===== config.mk =====
export PLATFORM = sky130hd
export DESIGN_NAME = alt_eyemon_avmm2dprio_rmw_flat
export DESIGN_NICKNAME = d
export VERILOG_FILES = /design/src/rtl/alt_eyemon_avmm2dprio_rmw_pkg.sv /design/src/rtl/alt_eyemon_avmm2dprio_rmw_if.sv /design/src/rtl/alt_eyemon_timeout_cnt.sv /design/src/rtl/alt_eyemon_avmm2dprio_rmw.sv /design/src/flat_wrapper.sv
export SDC_FILE = /design/constraint.sdc
export NUM_CORES = 1
export LEC_CHECK = 0
export ABC_AREA = 1
export CORE_MARGIN = 4
export CORE_UTILIZATION = 53
export CTS_CLUSTER_DIAMETER = 100
export DETAILED_ROUTE_END_ITERATION = 12
export GPL_TIMING_DRIVEN = 1
export PLACE_DENSITY = 0.84
export SYNTH_ARGS = -nofsm -noshare
export SYNTH_HDL_FRONTEND = slang
export SYNTH_SLANG_ARGS = --single-unit
export TNS_END_PERCENT = 100

===== constraint.sdc =====
create_clock -name i_avmm_clk -period 9.4 [get_ports i_avmm_clk]
set_input_delay 1.88 -clock i_avmm_clk [delete_from_list [all_inputs] [get_ports i_avmm_clk]]
set_output_delay 1.88 -clock i_avmm_clk [all_outputs]
set_load 0.01 [all_outputs]

===== src/rtl/alt_eyemon_avmm2dprio_rmw_pkg.sv =====
// Shared encodings for the eye-monitor AVMM-to-DPRIO gasket:
// FSM states, DPRIO op codes, Avalon response codes and fixed widths.
package alt_eyemon_avmm2dprio_rmw_pkg;

  localparam int unsigned ST_W      = 3;
  localparam int unsigned OP_W      = 2;
  localparam int unsigned RESP_W    = 2;
  localparam int unsigned REMAP_W   = 12;
  localparam int unsigned ERR_CNT_W = 8;

  localparam logic [ST_W-1:0] ST_IDLE  = 3'd0;
  localparam logic [ST_W-1:0] ST_ISSUE = 3'd1;
  localparam logic [ST_W-1:0] ST_WAIT  = 3'd2;
  localparam logic [ST_W-1:0] ST_MERGE = 3'd3;
  localparam logic [ST_W-1:0] ST_DONE  = 3'd4;

  localparam logic [OP_W-1:0] OP_RD     = 2'd0;
  localparam logic [OP_W-1:0] OP_WR     = 2'd1;
  localparam logic [OP_W-1:0] OP_RMW_RD = 2'd2;
  localparam logic [OP_W-1:0] OP_RMW_WR = 2'd3;

  localparam logic [RESP_W-1:0] RESP_OKAY   = 2'b00;
  localparam logic [RESP_W-1:0] RESP_SLVERR = 2'b10;
  localparam logic [RESP_W-1:0] RESP_DECERR = 2'b11;

  // True for the ops that drive the DPRIO read strobe
  function automatic logic op_is_read(input logic [OP_W-1:0] op);
    return (op == OP_RD) || (op == OP_RMW_RD);
  endfunction

endpackage


===== src/rtl/alt_eyemon_avmm2dprio_rmw_if.sv =====
// AVMM slave + alt_dprio master signal bundle; names are from the gasket's point of view.
interface alt_eyemon_avmm2dprio_rmw_if
  import alt_eyemon_avmm2dprio_rmw_pkg::*;
#(
  parameter int unsigned AAW = 16,
  parameter int unsigned DW  = 16,
  parameter int unsigned DAW = 16
);

  logic [AAW-1:0]     i_avmm_address;
  logic               i_avmm_read;
  logic               i_avmm_write;
  logic [DW-1:0]      i_avmm_writedata;
  logic [DW-1:0]      i_avmm_writemask;
  logic [DW-1:0]      o_avmm_readdata;
  logic               o_avmm_waitrequest;
  logic [RESP_W-1:0]  o_avmm_response;
  logic [REMAP_W-1:0] i_remap_address;
  logic               i_dprio_busy;
  logic [DW-1:0]      i_dprio_in;
  logic               o_dprio_wren;
  logic               o_dprio_rden;
  logic [DAW-1:0]     o_dprio_addr;
  logic [DW-1:0]      o_dprio_data;

  modport slave (
    input  i_avmm_address, i_avmm_read, i_avmm_write, i_avmm_writedata, i_avmm_writemask,
    input  i_remap_address, i_dprio_busy, i_dprio_in,
    output o_avmm_readdata, o_avmm_waitrequest, o_avmm_response,
    output o_dprio_wren, o_dprio_rden, o_dprio_addr, o_dprio_data
  );

  modport master (
    output i_avmm_address, i_avmm_read, i_avmm_write, i_avmm_writedata, i_avmm_writemask,
    output i_remap_address, i_dprio_busy, i_dprio_in,
    input  o_avmm_readdata, o_avmm_waitrequest, o_avmm_response,
    input  o_dprio_wren, o_dprio_rden, o_dprio_addr, o_dprio_data
  );

endinterface


===== src/rtl/alt_eyemon_timeout_cnt.sv =====
// Per-transaction busy timeout: cleared on ISSUE entry, counts while enabled,
// flags expiry in the cycle the count reaches TIMEOUT_CYCLES-1.
module alt_eyemon_timeout_cnt #(
  parameter int unsigned TIMEOUT_CYCLES = 1023,
  parameter int unsigned TO_CNT_WIDTH   = 10
) (
  input  logic i_clk,
  input  logic i_rst,
  input  logic i_clr,
  input  logic i_en,
  output logic o_expire_c
);

  logic [TO_CNT_WIDTH-1:0] r_cnt;

  assign o_expire_c = i_en && (r_cnt == TO_CNT_WIDTH'(TIMEOUT_CYCLES - 1));

  always_ff @(posedge i_clk or posedge i_rst) begin
    if (i_rst) begin
      r_cnt <= '0;
    end else if (i_clr) begin
      r_cnt <= '0;
    end else if (i_en && !o_expire_c) begin
      r_cnt <= r_cnt + TO_CNT_WIDTH'(1);
    end
  end

endmodule


===== src/rtl/alt_eyemon_avmm2dprio_rmw.sv =====
// Eye-monitor AVMM slave to alt_dprio gasket: latches each request, runs it on DPRIO with
// optional masked read-modify-write, busy timeout, and an Avalon response code.
module alt_eyemon_avmm2dprio_rmw
  import alt_eyemon_avmm2dprio_rmw_pkg::*;
#(
  parameter int unsigned        AVMM_ADDR_WIDTH  = 16,
  parameter int unsigned        DATA_WIDTH       = 16,
  parameter int unsigned        DPRIO_ADDR_WIDTH = 16,
  parameter int unsigned        TIMEOUT_CYCLES   = 1023,
  parameter int unsigned        TO_CNT_WIDTH     = 10,
  parameter logic [REMAP_W-1:0] INVALID_CH       = 12'hfff,
  parameter bit                 RMW_EN           = 1'b1
) (
  input  logic                 i_avmm_clk,
  input  logic                 i_reset,
  alt_eyemon_avmm2dprio_rmw_if.slave bus,
  output logic                 o_timeout,
  output logic [ERR_CNT_W-1:0] o_err_count
);

  logic [ST_W-1:0]             r_state;
  logic [OP_W-1:0]             r_op;
  logic [DPRIO_ADDR_WIDTH-1:0] r_addr;
  logic [DATA_WIDTH-1:0]       r_wdata;
  logic [DATA_WIDTH-1:0]       r_mask;
  logic [DATA_WIDTH-1:0]       r_merge;
  logic [DATA_WIDTH-1:0]       r_dprio_data;
  logic                        r_rden;
  logic                        r_wren;
  logic [DATA_WIDTH-1:0]       r_readdata;
  logic [RESP_W-1:0]           r_resp;
  logic                        r_timeout;
  logic [ERR_CNT_W-1:0]        r_err_count;

  logic [ST_W-1:0]             w_state_nxt;
  logic [OP_W-1:0]             w_op_nxt;
  logic [DATA_WIDTH-1:0]       w_data_nxt;
  logic [DATA_WIDTH-1:0]       w_readdata_nxt;
  logic [RESP_W-1:0]           w_resp_nxt;
  logic                        w_rden_nxt;
  logic                        w_wren_nxt;
  logic                        w_timeout_nxt;
  logic                        w_err_inc;
  logic                        w_latch;
  logic                        w_merge_ld;
  logic                        w_req;
  logic [OP_W-1:0]             w_req_op;
  logic [DATA_WIDTH-1:0]       w_merged;
  logic [AVMM_ADDR_WIDTH-1:0]  w_avmm_addr;
  logic                        w_expire;
  logic                        w_to_clr;
  logic                        w_to_en;

  assign w_req       = bus.i_avmm_read | bus.i_avmm_write;
  assign w_avmm_addr = bus.i_avmm_address;
  assign w_merged    = (r_merge & ~r_mask) | (r_wdata & r_mask);

  // Read wins over write; a partial mask turns a write into read-modify-write
  assign w_req_op = bus.i_avmm_read                   ? OP_RD     :
                    (RMW_EN && ~&bus.i_avmm_writemask) ? OP_RMW_RD : OP_WR;

  assign w_to_clr = (w_state_nxt == ST_ISSUE) && (r_state != ST_ISSUE);
  assign w_to_en  = (r_state == ST_ISSUE) || (r_state == ST_WAIT);

  alt_eyemon_timeout_cnt #(
    .TIMEOUT_CYCLES (TIMEOUT_CYCLES),
    .TO_CNT_WIDTH   (TO_CNT_WIDTH)
  ) u_timeout_cnt (
    .i_clk      (i_avmm_clk),
    .i_rst      (i_reset),
    .i_clr      (w_to_clr),
    .i_en       (w_to_en),
    .o_expire_c (w_expire)
  );

  // Next-state and next-output decode
  always_comb begin
    w_state_nxt    = r_state;
    w_op_nxt       = r_op;
    w_data_nxt     = r_dprio_data;
    w_readdata_nxt = r_readdata;
    w_resp_nxt     = r_resp;
    w_timeout_nxt  = 1'b0;
    w_err_inc      = 1'b0;
    w_latch        = 1'b0;
    w_merge_ld     = 1'b0;
    case (r_state)
      ST_IDLE: begin
        if (w_req) begin
          w_latch    = 1'b1;
          w_op_nxt   = w_req_op;
          w_data_nxt = bus.i_avmm_writedata;
          if (bus.i_remap_address == INVALID_CH) begin
            w_state_nxt    = ST_DONE;
            w_resp_nxt     = RESP_SLVERR;
            w_readdata_nxt = '0;
            w_err_inc      = 1'b1;
          end else if (!bus.i_dprio_busy) begin
            w_state_nxt = ST_ISSUE;
          end
        end
      end
      ST_ISSUE: begin
        if (w_expire) begin
          w_state_nxt    = ST_DONE;
          w_resp_nxt     = RESP_DECERR;
          w_readdata_nxt = '0;
          w_timeout_nxt  = 1'b1;
          w_err_inc      = 1'b1;
        end else if (bus.i_dprio_busy) begin
          w_state_nxt = ST_WAIT;
        end
      end
      ST_WAIT: begin
        if (w_expire) begin
          w_state_nxt    = ST_DONE;
          w_resp_nxt     = RESP_DECERR;
          w_readdata_nxt = '0;
          w_timeout_nxt  = 1'b1;
          w_err_inc      = 1'b1;
        end else if (!bus.i_dprio_busy) begin
          case (r_op)
            OP_RD: begin
              w_state_nxt    = ST_DONE;
              w_resp_nxt     = RESP_OKAY;
              w_readdata_nxt = bus.i_dprio_in;
            end
            OP_RMW_RD: begin
              w_state_nxt = ST_MERGE;
              w_merge_ld  = 1'b1;
            end
            default: begin
              w_state_nxt = ST_DONE;
              w_resp_nxt  = RESP_OKAY;
            end
          endcase
        end
      end
      ST_MERGE: begin
        w_state_nxt = ST_ISSUE;
        w_op_nxt    = OP_RMW_WR;
        w_data_nxt  = w_merged;
      end
      ST_DONE:  w_state_nxt = ST_IDLE;
      default:  w_state_nxt = ST_IDLE;
    endcase
    // Strobes are high exactly while the registered state is ISSUE
    w_rden_nxt = (w_state_nxt == ST_ISSUE) &&  op_is_read(w_op_nxt);
    w_wren_nxt = (w_state_nxt == ST_ISSUE) && !op_is_read(w_op_nxt);
  end

  always_ff @(posedge i_avmm_clk or posedge i_reset) begin
    if (i_reset) begin
      r_state      <= ST_IDLE;
      r_op         <= OP_RD;
      r_addr       <= '0;
      r_wdata      <= '0;
      r_mask       <= '0;
      r_merge      <= '0;
      r_dprio_data <= '0;
      r_rden       <= 1'b0;
      r_wren       <= 1'b0;
      r_readdata   <= '0;
      r_resp       <= RESP_OKAY;
      r_timeout    <= 1'b0;
      r_err_count  <= '0;
    end else begin
      r_state      <= w_state_nxt;
      r_op         <= w_op_nxt;
      r_dprio_data <= w_data_nxt;
      r_rden       <= w_rden_nxt;
      r_wren       <= w_wren_nxt;
      r_readdata   <= w_readdata_nxt;
      r_resp       <= w_resp_nxt;
      r_timeout    <= w_timeout_nxt;
      if (w_latch) begin
        r_addr  <= DPRIO_ADDR_WIDTH'(w_avmm_addr);
        r_wdata <= bus.i_avmm_writedata;
        r_mask  <= bus.i_avmm_writemask;
      end
      if (w_merge_ld) begin
        r_merge <= bus.i_dprio_in;
      end
      if (w_err_inc && (r_err_count != {ERR_CNT_W{1'b1}})) begin
        r_err_count <= r_err_count + ERR_CNT_W'(1);
      end
    end
  end

  assign bus.o_avmm_waitrequest = w_req && (r_state != ST_DONE);
  assign bus.o_avmm_readdata    = r_readdata;
  assign bus.o_avmm_response    = r_resp;
  assign bus.o_dprio_rden       = r_rden;
  assign bus.o_dprio_wren       = r_wren;
  assign bus.o_dprio_addr       = r_addr;
  assign bus.o_dprio_data       = r_dprio_data;
  assign o_timeout              = r_timeout;
  assign o_err_count            = r_err_count;

endmodule


===== src/flat_wrapper.sv =====
// flat-port wrapper written by rule: the top's interface ports become plain ports
module alt_eyemon_avmm2dprio_rmw_flat import alt_eyemon_avmm2dprio_rmw_pkg::*;
#(
  parameter int unsigned        AVMM_ADDR_WIDTH  = 16,
  parameter int unsigned        DATA_WIDTH       = 16,
  parameter int unsigned        DPRIO_ADDR_WIDTH = 16,
  parameter int unsigned        TIMEOUT_CYCLES   = 1023,
  parameter int unsigned        TO_CNT_WIDTH     = 10,
  parameter logic [REMAP_W-1:0] INVALID_CH       = 12'hfff,
  parameter bit                 RMW_EN           = 1'b1
)
  (i_avmm_clk, i_reset, o_timeout, o_err_count, bus_i_avmm_address, bus_i_avmm_read, bus_i_avmm_write, bus_i_avmm_writedata, bus_i_avmm_writemask, bus_i_remap_address, bus_i_dprio_busy, bus_i_dprio_in, bus_o_avmm_readdata, bus_o_avmm_waitrequest, bus_o_avmm_response, bus_o_dprio_wren, bus_o_dprio_rden, bus_o_dprio_addr, bus_o_dprio_data);
  alt_eyemon_avmm2dprio_rmw_if #(.AAW(16), .DW(16), .DAW(16)) bus_i ();
  input  logic i_avmm_clk;
  input  logic i_reset;
  output logic o_timeout;
  output logic [ERR_CNT_W-1:0] o_err_count;
  input wire logic [$bits(bus_i.i_avmm_address)-1:0] bus_i_avmm_address;
  input wire logic [$bits(bus_i.i_avmm_read)-1:0] bus_i_avmm_read;
  input wire logic [$bits(bus_i.i_avmm_write)-1:0] bus_i_avmm_write;
  input wire logic [$bits(bus_i.i_avmm_writedata)-1:0] bus_i_avmm_writedata;
  input wire logic [$bits(bus_i.i_avmm_writemask)-1:0] bus_i_avmm_writemask;
  input wire logic [$bits(bus_i.i_remap_address)-1:0] bus_i_remap_address;
  input wire logic [$bits(bus_i.i_dprio_busy)-1:0] bus_i_dprio_busy;
  input wire logic [$bits(bus_i.i_dprio_in)-1:0] bus_i_dprio_in;
  output wire logic [$bits(bus_i.o_avmm_readdata)-1:0] bus_o_avmm_readdata;
  output wire logic [$bits(bus_i.o_avmm_waitrequest)-1:0] bus_o_avmm_waitrequest;
  output wire logic [$bits(bus_i.o_avmm_response)-1:0] bus_o_avmm_response;
  output wire logic [$bits(bus_i.o_dprio_wren)-1:0] bus_o_dprio_wren;
  output wire logic [$bits(bus_i.o_dprio_rden)-1:0] bus_o_dprio_rden;
  output wire logic [$bits(bus_i.o_dprio_addr)-1:0] bus_o_dprio_addr;
  output wire logic [$bits(bus_i.o_dprio_data)-1:0] bus_o_dprio_data;
  assign bus_i.i_avmm_address = bus_i_avmm_address;
  assign bus_i.i_avmm_read = bus_i_avmm_read;
  assign bus_i.i_avmm_write = bus_i_avmm_write;
  assign bus_i.i_avmm_writedata = bus_i_avmm_writedata;
  assign bus_i.i_avmm_writemask = bus_i_avmm_writemask;
  assign bus_i.i_remap_address = bus_i_remap_address;
  assign bus_i.i_dprio_busy = bus_i_dprio_busy;
  assign bus_i.i_dprio_in = bus_i_dprio_in;
  assign bus_o_avmm_readdata = bus_i.o_avmm_readdata;
  assign bus_o_avmm_waitrequest = bus_i.o_avmm_waitrequest;
  assign bus_o_avmm_response = bus_i.o_avmm_response;
  assign bus_o_dprio_wren = bus_i.o_dprio_wren;
  assign bus_o_dprio_rden = bus_i.o_dprio_rden;
  assign bus_o_dprio_addr = bus_i.o_dprio_addr;
  assign bus_o_dprio_data = bus_i.o_dprio_data;
  alt_eyemon_avmm2dprio_rmw #(.AVMM_ADDR_WIDTH(AVMM_ADDR_WIDTH), .DATA_WIDTH(DATA_WIDTH), .DPRIO_ADDR_WIDTH(DPRIO_ADDR_WIDTH), .TIMEOUT_CYCLES(TIMEOUT_CYCLES), .TO_CNT_WIDTH(TO_CNT_WIDTH), .INVALID_CH(INVALID_CH), .RMW_EN(RMW_EN)) u_core (.i_avmm_clk(i_avmm_clk), .i_reset(i_reset), .bus(bus_i), .o_timeout(o_timeout), .o_err_count(o_err_count));
endmodule

Yosys cells after proc, flatten, opt, wreduce, memory -nomap -nowiden

Cells that the tools add are included.

Add/sub/neg operators: 2
Equal/unequal tests: 17
Muxes and demuxes: 42
Bitwise operators: 5
Reduce and logical (&&, ||, !) cells: 22

Operators with widths:

| operator                | number |
|---|---|
| $mux W16                | 7 |
| $pmux W16 S3            | 1 |
| $and A16 B16 Y16        | 2 |
| $pmux W16 S2            | 1 |
| $mux W3                 | 8 |
| $mux W10                | 2 |
| $mux W2                 | 9 |
| $not A16 Y16            | 1 |
| $or A16 B16 Y16         | 1 |
| $reduce_and A16 Y1      | 1 |
| $eq A12 B12 Y1 const B  | 1 |
| $ne A3 B3 Y1 const B    | 4 |
| $pmux W3 S4             | 1 |
| $reduce_and A6 Y1       | 2 |
| $add A10 B1 Y10 const B | 1 |
| $eq A10 B10 Y1 const B  | 1 |
| $mux W1                 | 10 |
| $add A8 B1 Y8 const B   | 1 |
| $ne A8 B8 Y1 const B    | 1 |
| $logic_and A1 B1 Y1     | 7 |
| $eq A3 B1 Y1 const B    | 2 |
| $eq A3 B2 Y1 const B    | 2 |
| $pmux W2 S3             | 1 |
| $eq A2 B2 Y1 const B    | 2 |
| 14 further kinds        | 19 |

Bits in registers: 124
Input bits: 81
Output and inout port bits: 62

Logic depth before layout (Yosys ltp)

Gate-level depths: netlist of run 1.

Word-level depth: 9
Depth in mapped cells: 12
Depth with buffers taken out: 11

Modules after synthesis

Synthesis of run 1 repeated with hierarchy kept, for this count alone.

Cell total of the unflattened synthesis: 673
Area, all modules: 5,669.2 um^2

By module, submodules not included:

| module                    | times used | cells an instance | area an instance (um^2) |
|---|---|---|---|
| alt_eyemon_avmm2dprio_rmw | 1          | 580               | 5,014.8 |
| alt_eyemon_timeout_cnt    | 1          | 93                | 654.4 |

Worst setup path before layout of run 1

OpenSTA, ideal clock, no wires.

Kind: in2out
From: in bus_i_avmm_write
To: out bus_o_avmm_waitrequest
Data arrival time: 2.176 ns
Path slack: 5.344 ns
Stages: 2
Path buffers: 0
Path through: nor2_1 > a31oi_1

Longest elaborated chain between the ends: 2

RTL lines:

| what                | line                             | RTL |
|---|---|---|
| start, declared     | flat_wrapper.sv:20               | `input wire logic [$bits(bus_i.i_avmm_write)-1:0] bus_i_avmm_write;` |
| $or A1 B1 Y1        | alt_eyemon_avmm2dprio_rmw.sv:54  | `assign w_req = bus.i_avmm_read \| bus.i_avmm_write;` |
| $logic_and A1 B1 Y1 | alt_eyemon_avmm2dprio_rmw.sv:190 | `assign bus.o_avmm_waitrequest = w_req && (r_state != ST_DONE);` |
| end, declared       | flat_wrapper.sv:27               | `output wire logic [$bits(bus_i.o_avmm_waitrequest)-1:0] bus_o_avmm_waitrequest;` |

No other way between the ends.

Worst setup path after layout of run 1

From: in bus_i_avmm_read
To: out bus_o_avmm_waitrequest

Longest elaborated chain between the ends: 2

RTL lines:

| what                | line                             | RTL |
|---|---|---|
| start, declared     | flat_wrapper.sv:19               | `input wire logic [$bits(bus_i.i_avmm_read)-1:0] bus_i_avmm_read;` |
| $or A1 B1 Y1        | alt_eyemon_avmm2dprio_rmw.sv:54  |  |
| $logic_and A1 B1 Y1 | alt_eyemon_avmm2dprio_rmw.sv:190 |  |

No other way between the ends.

==> metrics.yaml, run 1 <==
run_status:
  status: "finished, final reports clean"
worst_hold_path:
  hold_class: "flop to flop"
sta:
  fmax_mhz: 198
  worst_slack_ps: 4350
  setup_tns_ps: 0
  clock_skew_ps: 11.7
  drv_slew: 0
  fin_crit_ps: 5050
  worst_pin_slew_ps: 1020
  final_hold_viol_count: 0
  min_period_over_period: 0.537
  setup_viol: 0
  slew_headroom: 0.318
  rsz0062_at_grt: "false"
power_and_ir_drop:
  irDropWorstVdd_mv: 0.213
  p_leak_uw: 0.00387
  finalPower_uw: 2450
  p_per_area_nw_per_um2: 320
cts:
  cts_tree: "yes"
  insertion_delay_ps: 510
  post_cts_buffers: 0
  cts.sinks: 124
  htreeDepth: 4
  hold_buffers: 0
  post_cts_resized: 0
  root_buffer: "clkbuf_8"
  numCtsBuffers: 17
  clkTransAtPathRegs_ps: 60
  clock_path_buffers: 2
worst_setup_path:
  timing.setup.critical_path_class: "primary input to output pin"
  path_max_fanout: 4
  critPathCaptureType: "output pin"
  start_kind: "primary input"
  worstPathRequired_ps: 7520
  arrival_ps: 3170
synth:
  yosysWarnings: 0
  muxShareOfSynthArea: 0
  seq_area_frac_synth: 0.562
  yosys.area.top_type: "dfrtp_1"
  synthesis.area_um2: 5520
  synth_cells: 667
  synth_area_leaders: "dfrtp_1 (56%), nand2_1 (17%), inv_1 (5.0%)"
  synthAdderAreaFrac: 0.00680
  ys_ff_latch: 124
  avgSynthCellArea_um2: 8.27
  synth_compound_area_frac: 0.0685
  yosysTopAreaCellShare: 0.562
  synth_simple_gate_area_frac: 0.282
  synth_top_family_by_area: "simple AND/OR/NAND/NOR gates"
  synthXorXnorAreaFrac: 0.0127
  synth_nets: 751
  ys_types: 30
routing:
  wirelength_um: 15000
  first_iter_violations: 334
  drtAntennaViolNets: 0
  vias: 5044
  via_per_inst: 5.27
  first_pass_iters: 7
  wl_per_cell_um: 15.7
  drc: 0
finish:
  drive_gt1_frac: 0.0582
  final_cell_mix: "nand2_1 (249), clkdlybuf4s50_1 (142), dfrtp_1 (124)"
  antenna_cells: 0
  syn_to_final_growth_pct: 38.6
  fin_cells: 958
  final_common_cell: "nand2_1"
  final_util: 0.768
  nets: 896
place:
  dp_hpwl_um: 10300
  dp.cells: 926
  gp_congestion: 0.849
  numPortBuffers: 142
  pre_cts_ws_ps: 4350
floorplan:
  die_x_um: 110
  core-area_um2: 9950
  num_io_pins: 143
  fp.dieH_um: 110
  start_util: 0.554
  die_area_um2: 12100
  rows: 36
global_route:
  antenna_found_initial: 0
  grt_first_pass_wirelength_um: 24300
  overflow: 0
  grt_max_degree: 82
  grt.total_usage: 0.260
  grt_pass1_vias: 5070
run:
  cap_viol_max_count: 0
==> routing by layer <==
metal	GRT usage	share of wire
met2	0.429	0.50
met1	0.339	0.42
met3	0.0705	0.068
met4	0.0775	0.011
met5	0	0
==> cells in the mapped netlist <==
| library cell | number |
|---|---|
| nand2_1 | 249 |
| dfrtp_1 | 124 |
| inv_1 | 74 |
| nand3_1 | 52 |
| nor2_1 | 41 |
| o21ai_0 | 41 |
| o211ai_1 | 16 |
| clkbuf_1 | 10 |
| nand4_1 | 10 |
| nor3_1 | 8 |
| xor2_1 | 6 |
| buf_2 | 5 |
| a21oi_1 | 4 |
| ha_1 | 3 |
| nand2_4 | 3 |
| nor2_2 | 3 |
| buf_1 | 2 |
| nand2_2 | 2 |
| o21ai_1 | 2 |
| xnor2_1 | 2 |
| a31oi_1 | 1 |
| buf_4 | 1 |
| buf_6 | 1 |
| clkinv_1 | 1 |
| inv_2 | 1 |
| nor2_4 | 1 |
| nor2_8 | 1 |
| o21ai_2 | 1 |
| o21bai_1 | 1 |
| or2_2 | 1 |
==> metrics by stage <==
step	hold slack, ps	instance area [um2]
3_5_place_dp	460	7050
2_1_floorplan	454	5520
5_1_grt	491	7650
6_report	471	7650
4_1_cts	476	7650
3_3_place_gp	454	7050
==> registers in the layout (all words and copies together) (netlist names) <==
name                        flops
u_core.bus.o_avmm_readdata     16
u_core.bus.o_dprio_addr        16
u_core.bus.o_dprio_data        16
u_core.r_mask                  16
u_core.r_merge                 16
u_core.r_wdata                 16
u_core.u_timeout_cnt.r_cnt     10
u_core.o_err_count              8
u_core.r_state                  3
u_core.bus.o_avmm_response      2
u_core.r_op                     2
u_core.bus.o_dprio_rden         1
u_core.bus.o_dprio_wren         1
u_core.o_timeout                1
==> critical path: stages <==
cell and delay (ps):
clkdlybuf4s50_1 480, nor2_1 100, a31oi_1 160, clkdlybuf4s50_1 560
==> cell type report <==
class	instances	area, um2
Fill cell	694	2310
Multi-Input combinational cell	448	2040
Clock buffer	21	459
Inverter	76	288
Clock inverter	11	141
Sequential cell	124	3100
Timing Repair Buffer	145	1440
Tap cell	133	166
==> report_power, final <==
part / total (uW) / switching [uW] / internal, uW / leakage [uW]
Combinational: 894 / 524 / 370 / 0.00200
Sequential: 894 / 138 / 756 / 0.00158
Clock: 659 / 235 / 423 / 0.000290
Total: 2450 / 897 / 1550 / 0.00387
==> final timing paths <==
| kind | start | endpoint | slack [ps] | cells after the start |
|---|---|---|---|---|
| min | u_core.bus.o_avmm_readdata[2] | u_core.bus.o_avmm_readdata[2] | 470 | 2 |
| min reg2reg | u_core.bus.o_avmm_readdata[2] | u_core.bus.o_avmm_readdata[2] | 470 | 2 |
| max in group asynchronous | i_reset | u_core.bus.o_dprio_data[7] | 6210 | 3 |
| min in group asynchronous | i_reset | u_core.bus.o_dprio_addr[1] | 1770 | 2 |
| max reg2reg | u_core.r_state[0] | u_core.o_err_count[2] | 7090 | 9 |
| max | bus_i_avmm_read | bus_o_avmm_waitrequest | 4350 | 4 |
==> logic make-up (layout without fill, tap and decap cells) <==
family                   after synthesis  after routing
flip-flops                           124            124
AND/OR/NAND/NOR                      371            371
AO/OA/AOI/OAI                         66             66
XOR/XNOR                               8              8
buffers and inverters                 95            253
adder cells (fa/ha/maj)                3              3
Power figures use the tool's default switching activity.
==> inputs of run 2 (changes only) <==
--- a/config.mk
+++ b/config.mk
@@ -7,11 +7,11 @@
 export LEC_CHECK = 0
 export ABC_AREA = 1
 export CORE_MARGIN = 4
-export CORE_UTILIZATION = 53
+export CORE_UTILIZATION = 49
 export CTS_CLUSTER_DIAMETER = 100
 export DETAILED_ROUTE_END_ITERATION = 12
 export GPL_TIMING_DRIVEN = 1
-export PLACE_DENSITY = 0.84
+export PLACE_DENSITY = 0.78
 export SYNTH_ARGS = -nofsm -noshare
 export SYNTH_HDL_FRONTEND = slang
 export SYNTH_SLANG_ARGS = --single-unit
==> constraint.sdc (replaced) <==
create_clock -name i_avmm_clk -period 4.95 [get_ports i_avmm_clk]
set_input_delay 0.99 -clock i_avmm_clk [delete_from_list [all_inputs] [get_ports i_avmm_clk]]
set_output_delay 0.99 -clock i_avmm_clk [all_outputs]
set_load 0.01 [all_outputs]
==> metrics.yaml, run 2 (synthesized netlist as in run 1, its figures left out) <==
sta:
  final_hold_viol_count: 0
  clock_skew_ps: 8.75
  min_period_over_period: 0.663
  drv_slew: 0
  worst_pin_slew_ps: 1090
  fmax_mhz: 305
  slew_headroom: 0.268
  setup_tns_ps: 0
  fin_crit_ps: 3280
  setup_viol: 0
  rsz0062_at_grt: "false"
routing:
  via_per_inst: 5.07
  drc: 0
  vias: 4895
  first_pass_iters: 5
  first_iter_violations: 300
  wirelength_um: 14500
  drtAntennaViolNets: 0
  wl_per_cell_um: 15.1
place:
  gp_congestion: 0.876
  dp.cells: 934
  dp_hpwl_um: 10200
  numPortBuffers: 142
cts:
  post_cts_resized: 0
  cts_tree: "yes"
  insertion_delay_ps: 410
  htreeDepth: 4
  numCtsBuffers: 17
  hold_buffers: 0
  cts.sinks: 124
  post_cts_buffers: 0
  clkTransAtPathRegs_ps: 50
  clock_path_buffers: 2
  root_buffer: "clkbuf_16"
worst_setup_path:
  timing.setup.critical_path_class: "primary input to output pin"
  rr_startpoint: "u_core.u_timeout_cnt.r_cnt[0]"
  slowest_delay_ps: 560
  worstPathRequired_ps: 3960
  path_max_fanout: 4
  path_cells: "clkdlybuf4s50_1 > nor2_1 > a31oi_1 > clkdlybuf4s50_1"
  rrSetupSlack_ps: 2620
  critPathCaptureType: "output pin"
  start_kind: "primary input"
  reg2reg_depth: 11
  r2r_end: "u_core.bus.o_dprio_rden"
  cp_common_cell: "clkdlybuf4s50_1"
  arrival_ps: 2290
  crit_slowest_cell: "clkdlybuf4s50_1"
power_and_ir_drop:
  p_leak_uw: 0.00387
  irDropWorstVdd_mv: 0.278
  swShare: 0.358
  netSwitchingPower_uw: 1650
  combPwrFrac: 0.366
  seqPwrFrac: 0.367
  p_per_area_nw_per_um2: 601
  p_int_uw: 2950
  clock_power_share: 0.267
floorplan:
  start_util: 0.504
  rows: 38
  num_io_pins: 143
  die_area_um2: 13000
  die_x_um: 114
  fp.dieH_um: 114
  core-area_um2: 10900
finish:
  final_common_cell: "nand2_1"
  syn_to_final_growth_pct: 38.6
  drive_gt1_frac: 0.0545
  final_util: 0.699
  nets: 897
  antenna_cells: 0
  fin_cells: 966
  final_cell_mix: "nand2_1 (249), clkdlybuf4s50_1 (142), dfrtp_1 (124)"
worst_hold_path:
  whs_path_depth: 2
  hold_start: "u_core.bus.o_dprio_addr[10]"
  hold-path-endpoint: "u_core.bus.o_dprio_addr[10]"
  hold_class: "flop to flop"
run_status:
  status: "finished, final reports clean"
global_route:
  antenna_found_initial: 0
  overflow: 0
  grt.total_usage: 0.234
  grt_pass1_vias: 5051
  grt_max_degree: 87
  grt_first_pass_wirelength_um: 24100
run:
  cap_viol_max_count: 0
## run 2: cell count changes in the layout (fill, tap and decap cells not counted), sizes merged
cell and change:
buf +1, clkbuf +3, clkinvlp -3
## run 2: cell type report
| class | count | area, um2 |
|---|---|---|
| timing repair buffer | 146 | 1450 |
| clock buffer | 24 | 472 |
| clock inverter | 8 | 115 |
| fill | 835 | 3290 |
| sequential | 124 | 3100 |
| multi-input combinational | 448 | 2040 |
| inverter | 76 | 288 |
| tap | 140 | 175 |
## run 2: critical path: cells and delay by family
family | cells | cell delay (ps)
buffers and inverters | 2 | 1040
AO/OA/AOI/OAI | 1 | 160
AND/OR/NAND/NOR | 1 | 100
## run 2: power by group through the flow
stage | Sequential, uW | Combinational (uW) | Clock (uW)
after floorplan | 1730 | 891 | 0
after global placement | 1670 | 1630 | 0
after detailed placement | 1690 | 1680 | 0
after CTS | 1680 | 1700 | 1240
after global routing | 1730 | 1890 | 1300
final | 1690 | 1680 | 1230
## run 2: how the worst max path moves through the flow
stage,from,to,slack (ps),cells past startpoint
after floorplan,i_reset,u_core.bus.o_avmm_readdata[0],660,1
after global placement,bus_i_avmm_read,bus_o_avmm_waitrequest,1680,4
after detailed placement,bus_i_avmm_read,bus_o_avmm_waitrequest,1660,4
after CTS,bus_i_avmm_read,bus_o_avmm_waitrequest,1660,4
after global routing,bus_i_avmm_read,bus_o_avmm_waitrequest,1600,4
final,bus_i_avmm_read,bus_o_avmm_waitrequest,1670,4
## run 2: through the flow
step                total power (uW)  cell area [um2]  setup slack [ps]  hold WS (ps)
floorplan                       2620             5520               661           454
global placement                3300             7060              1680           455
detailed placement              3370             7060              1660           459
CTS                             4630             7650              1660           471
global route                    4920             7650              1600           496
finish                          4600             7650              1670           467
## run 2: layer usage
metal  track usage  vias to the layer above  wire length [um]
li1              -                     2391                 -
met1         0.293                     2310              6030
met2         0.386                      168              7210
met4        0.0855                        0               279
met3        0.0687                       26              1030
met5             0                        -                 0
==> inputs of run 3 (changes only) <==
==> constraint.sdc (replaced) <==
create_clock -name i_avmm_clk -period 3.2 [get_ports i_avmm_clk]
set_input_delay 0.64 -clock i_avmm_clk [delete_from_list [all_inputs] [get_ports i_avmm_clk]]
set_output_delay 0.64 -clock i_avmm_clk [all_outputs]
set_load 0.01 [all_outputs]
==> metrics.yaml, run 3 (synthesized netlist as in run 1, its figures left out) <==
power_and_ir_drop:
  clock_power_share: 0.259
  swShare: 0.360
  irDropWorstVdd_mv: 0.441
  netSwitchingPower_uw: 2540
  seqPwrFrac: 0.370
  p_int_uw: 4520
  p_per_area_nw_per_um2: 921
  combPwrFrac: 0.371
  p_leak_uw: 0.00388
sta:
  clock_skew_ps: 4.84
  fin_crit_ps: 2580
  min_period_over_period: 0.805
  slew_headroom: 0.575
  rsz0062_at_grt: "false"
  drv_slew: 0
  worst_pin_slew_ps: 636
  setup_tns_ps: 0
  fmax_mhz: 388
  setup_viol: 0
  worst_slack_ps: 624
  final_hold_viol_count: 0
global_route:
  grt_max_degree: 80
  antenna_found_initial: 0
  grt_first_pass_wirelength_um: 24200
  grt_pass1_vias: 4906
  grt.total_usage: 0.231
  overflow: 0
finish:
  fin_cells: 967
  final_cell_area_um2: 7660
  final_common_cell: "nand2_1"
  nets: 900
  final_cell_mix: "nand2_1 (249), clkdlybuf4s50_1 (142), dfrtp_1 (124)"
  final.fill_count: 853
  antenna_cells: 0
  drive_gt1_frac: 0.0605
  final_util: 0.701
  syn_to_final_growth_pct: 38.9
cts:
  htreeDepth: 4
  cts.sinks: 124
  post_cts_resized: 0
  clkTransAtPathRegs_ps: 50
  root_buffer: "clkbuf_16"
  cts_tree: "yes"
  post_cts_buffers: 0
  hold_buffers: 0
  insertion_delay_ps: 400
  numCtsBuffers: 17
  clock_path_buffers: 2
floorplan:
  num_io_pins: 143
  fp.dieH_um: 114
  core-area_um2: 10900
  die_x_um: 114
  die_area_um2: 13000
  rows: 38
  start_util: 0.504
place:
  gp_congestion: 0.889
  pre_cts_ws_ps: 596
  numPortBuffers: 142
  dpl_cell_area_um2: 7100
  dp_hpwl_um: 10500
  dp.cells: 937
routing:
  drtAntennaViolNets: 0
  first_pass_iters: 7
  top_layer: "met4"
  first_iter_violations: 394
  vias: 4933
  wl_met3_um: 959
  wl_per_cell_um: 15.0
  via_per_inst: 5.10
  drc: 0
  wl_met1_um: 6250
  wirelength_um: 14500
  dr_wl_met2_um: 7220
worst_setup_path:
  critPathBufInv: 2
  crit_start: "bus_i_avmm_read"
  timing.setup.critical_path_class: "primary input to output pin"
  path_cells: "clkdlybuf4s50_1 > nor2_1 > a31oi_1 > clkdlybuf4s50_1"
  rr_startpoint: "u_core.u_timeout_cnt.r_cnt[0]"
  crit_family: "buffers and inverters"
  slowest_delay_ps: 490
  arrival_ps: 1940
  crit_slowest_cell: "clkdlybuf4s50_1"
  path_max_fanout: 4
  critPathCaptureType: "output pin"
  rrSetupSlack_ps: 1190
  cp_common_cell: "clkdlybuf4s50_1"
  start_kind: "primary input"
  worstPathRequired_ps: 2560
worst_hold_path:
  hold_class: "flop to flop"
  hold_start: "u_core.bus.o_avmm_readdata[5]"
run:
  cap_viol_max_count: 0
run_status:
  status: "finished, final reports clean"
run 3: cell type report:
| cell class | instances | area [um2] | share of cell area |
|---|---|---|---|
| multi-input combinational | 448 | 2040 | 0.267 |
| inverter | 76 | 289 | 0.0377 |
| timing repair buffer | 149 | 1490 | 0.194 |
| sequential | 124 | 3100 | 0.405 |
| clock inverter | 9 | 95.1 | 0.0124 |
| clock buffer | 21 | 470 | 0.0614 |
| tap | 140 | 175 | 0.0229 |
run 3: per-layer routing:
| layer | track usage | vias up |
|---|---|---|
| li1 | - | 2405 |
| met1 | 0.309 | 2345 |
| met5 | 0 | - |
| met4 | 0.0641 | 0 |
| met2 | 0.377 | 170 |
| met3 | 0.0592 | 13 |
run 3: worst paths after layout:
check / endpoint / cells past startpoint
worst max register to register: u_core.bus.o_avmm_readdata[9] / 11
worst min-delay path: u_core.bus.o_avmm_readdata[5] / 2
worst min register to register: u_core.bus.o_avmm_readdata[5] / 2
worst max-delay path: bus_o_avmm_waitrequest / 4
min in group asynchronous: u_core.r_wdata[13] / 3
max in group asynchronous: u_core.r_wdata[0] / 3
run 3: power groups by stage:
stage | sequential, uW | clock (uW) | combinational, uW
floorplan | 2680 | 0 | 1380
global placement | 2590 | 0 | 2540
detailed placement | 2620 | 0 | 2630
CTS | 2610 | 1850 | 2650
global route | 2690 | 1940 | 2940
finish | 2610 | 1830 | 2620
run 3: stage by stage:
stage,hold WS (ps),power (uW)
2_1_floorplan,454,4060
3_3_place_gp,454,5130
3_5_place_dp,461,5250
4_1_cts,473,7110
5_1_grt,503,7570
6_report,474,7060
run 3: worst register-to-register path, stage by stage (launching register included):
cell,delay [ps]
dfrtp_1,410
inv_1,90
ha_1,150
nand3_1,90
nor2_2,160
nand2_4,100
nand2_4,180
nor2_2,90
nor2_8,250
nand2_4,180
nand2_1,120
nand2_1,60
==> variant, RTL diff (flow settings as in run 3) <==
`RMW_EN` is set to 1'b1 in 2 places; all go to 1'b0.
--- a/src/rtl/alt_eyemon_avmm2dprio_rmw.sv
+++ b/src/rtl/alt_eyemon_avmm2dprio_rmw.sv
@@ -10,5 +10,5 @@
   parameter int unsigned        TO_CNT_WIDTH     = 10,
   parameter logic [REMAP_W-1:0] INVALID_CH       = 12'hfff,
-  parameter bit                 RMW_EN           = 1'b1
+  parameter bit                 RMW_EN           = 1'b0
 ) (
   input  logic                 i_avmm_clk,
--- a/src/flat_wrapper.sv
+++ b/src/flat_wrapper.sv
@@ -8,5 +8,5 @@
   parameter int unsigned        TO_CNT_WIDTH     = 10,
   parameter logic [REMAP_W-1:0] INVALID_CH       = 12'hfff,
-  parameter bit                 RMW_EN           = 1'b1
+  parameter bit                 RMW_EN           = 1'b0
 )
   (i_avmm_clk, i_reset, o_timeout, o_err_count, bus_i_avmm_address, bus_i_avmm_read, bus_i_avmm_write, bus_i_avmm_writedata, bus_i_avmm_writemask, bus_i_remap_address, bus_i_dprio_busy, bus_i_dprio_in, bus_o_avmm_readdata, bus_o_avmm_waitrequest, bus_o_avmm_response, bus_o_dprio_wren, bus_o_dprio_rden, bus_o_dprio_addr, bus_o_dprio_data);
Check against the original RTL: not equivalent (a bounded check fails within 4 cycles, from zero or initial values and one cycle with i_reset high).
==> variant against run 3 <==
- count of clock-buffer cells in the layout fell by 1
- critical endpoint unchanged
- sequential cell count did not move
- total power is 0.53% lower
- wire length is 0.16% higher
- worst setup slack lost 0.073 ns
- synthesized area is 2.7% higher
- highest routed layer unchanged
- design area increased by 2.2%
==> variant: results (changes against run 3) <==
Clk Tree Root Cell clkbuf_16; hold_ws 0.4727 ns (-0.001620 ns); ANT cells 0 (unchanged); power share of the clock group 0.288 (+0.029); Lkg Pwr 3.924 nW (+1.0%); gr usage total 0.2274 (-0.003800); Logic pwr share 0.352 (-0.019); vias in the first global route 5135 (+4.7%); reg-to-reg startpoint u_core.r_state[0]; share of post-route cells with drive strength above 1 0.05958 (-0.0008801); worst hold start u_core.bus.o_avmm_readdata[2]; DR iter-0 viols 426 (+8.1%); Setup WS pre-CTS 0.5528 ns (-0.04314 ns); DRT Wirelength 14.57 mm (+0.16%); cell count of the worst reg-to-reg path 8 (-3); sequential area share after synthesis 0.5478 (-0.01466); NetSw 0.002476 W (-2.6%); largest net degree at the start of global routing 125 (+56%); Final HPWL DP 10.12 mm (-3.3%); Design Power 0.007021 W (-0.53%); Placed Instances 964 (+2.9%); Worst Tran Pin Value 0.6475 ns (+0.01108 ns); outcome finished clean; Final nets 927 (+3.0%); met3 routed WL 896 um (-6.6%); first-pass GRT wire length 24.06 mm (-0.51%); highest net fanout along the worst path 3 (-1); dpl cell area 7204 um2 (+1.5%); Post-Layout Cell Count 996 (+3.0%); first-pass detailed-route iteration total 6 (-1); Arr. time, crit path 2.01 ns (+0.07 ns); metal2 WL 7.075 mm (-2.0%); r2r setup slk 1.14 ns (-0.05 ns); Setup Skew 0.008075 ns (+0.003233 ns); Syn Nets 784 (+4.4%); Max IR drop VDD 0.5662 mV (+28%); Critical R2R Capture u_core.u_timeout_cnt.r_cnt[5]; post-route met1 wirelength 6.251 mm (about the same); synth top area cells dfrtp_1 55%, nand2_1 18%, inv_1 5.2%, o21ai_0 4.6%, nand3_1 3.6%; post-DR vias/cell 5.108 (+0.14%); Cells after Synth 700 (+4.9%)
## variant: logic make-up (layout without fill, tap and decap cells)
family,Yosys count,after routing,synth area share
buffers and inverters,105,261,0.07555
XOR/XNOR,12,12,0.01856
adder cells (fa/ha/maj),3,3,0.006628
AO/OA/AOI/OAI,73,73,0.07533
AND/OR/NAND/NOR,383,383,0.2761
flip-flops,124,124,0.5478
## variant: worst max-delay path, cell delays in order
cell             delay (ns)
clkdlybuf4s50_1        0.46
inv_1                  0.06
nand2_1                0.12
inv_1                  0.07
a21oi_1                0.11
clkdlybuf4s50_1        0.55
## variant: layer usage
metal	up-vias	track usage
met1	2405	0.3010
li1	2477	-
met2	176	0.3588
met4	0	0.09311
met3	30	0.05953
met5	-	0
## variant: cell type report
class / count / area (um2)
fillers: 863 / 3248
clock buffers: 20 / 456.7
well taps: 140 / 175.2
inverters: 82 / 316.6
repair buffers: 147 / 1471
clock inverters: 12 / 168.9
flip-flops and latches: 124 / 3103
multi-input cells: 471 / 2138
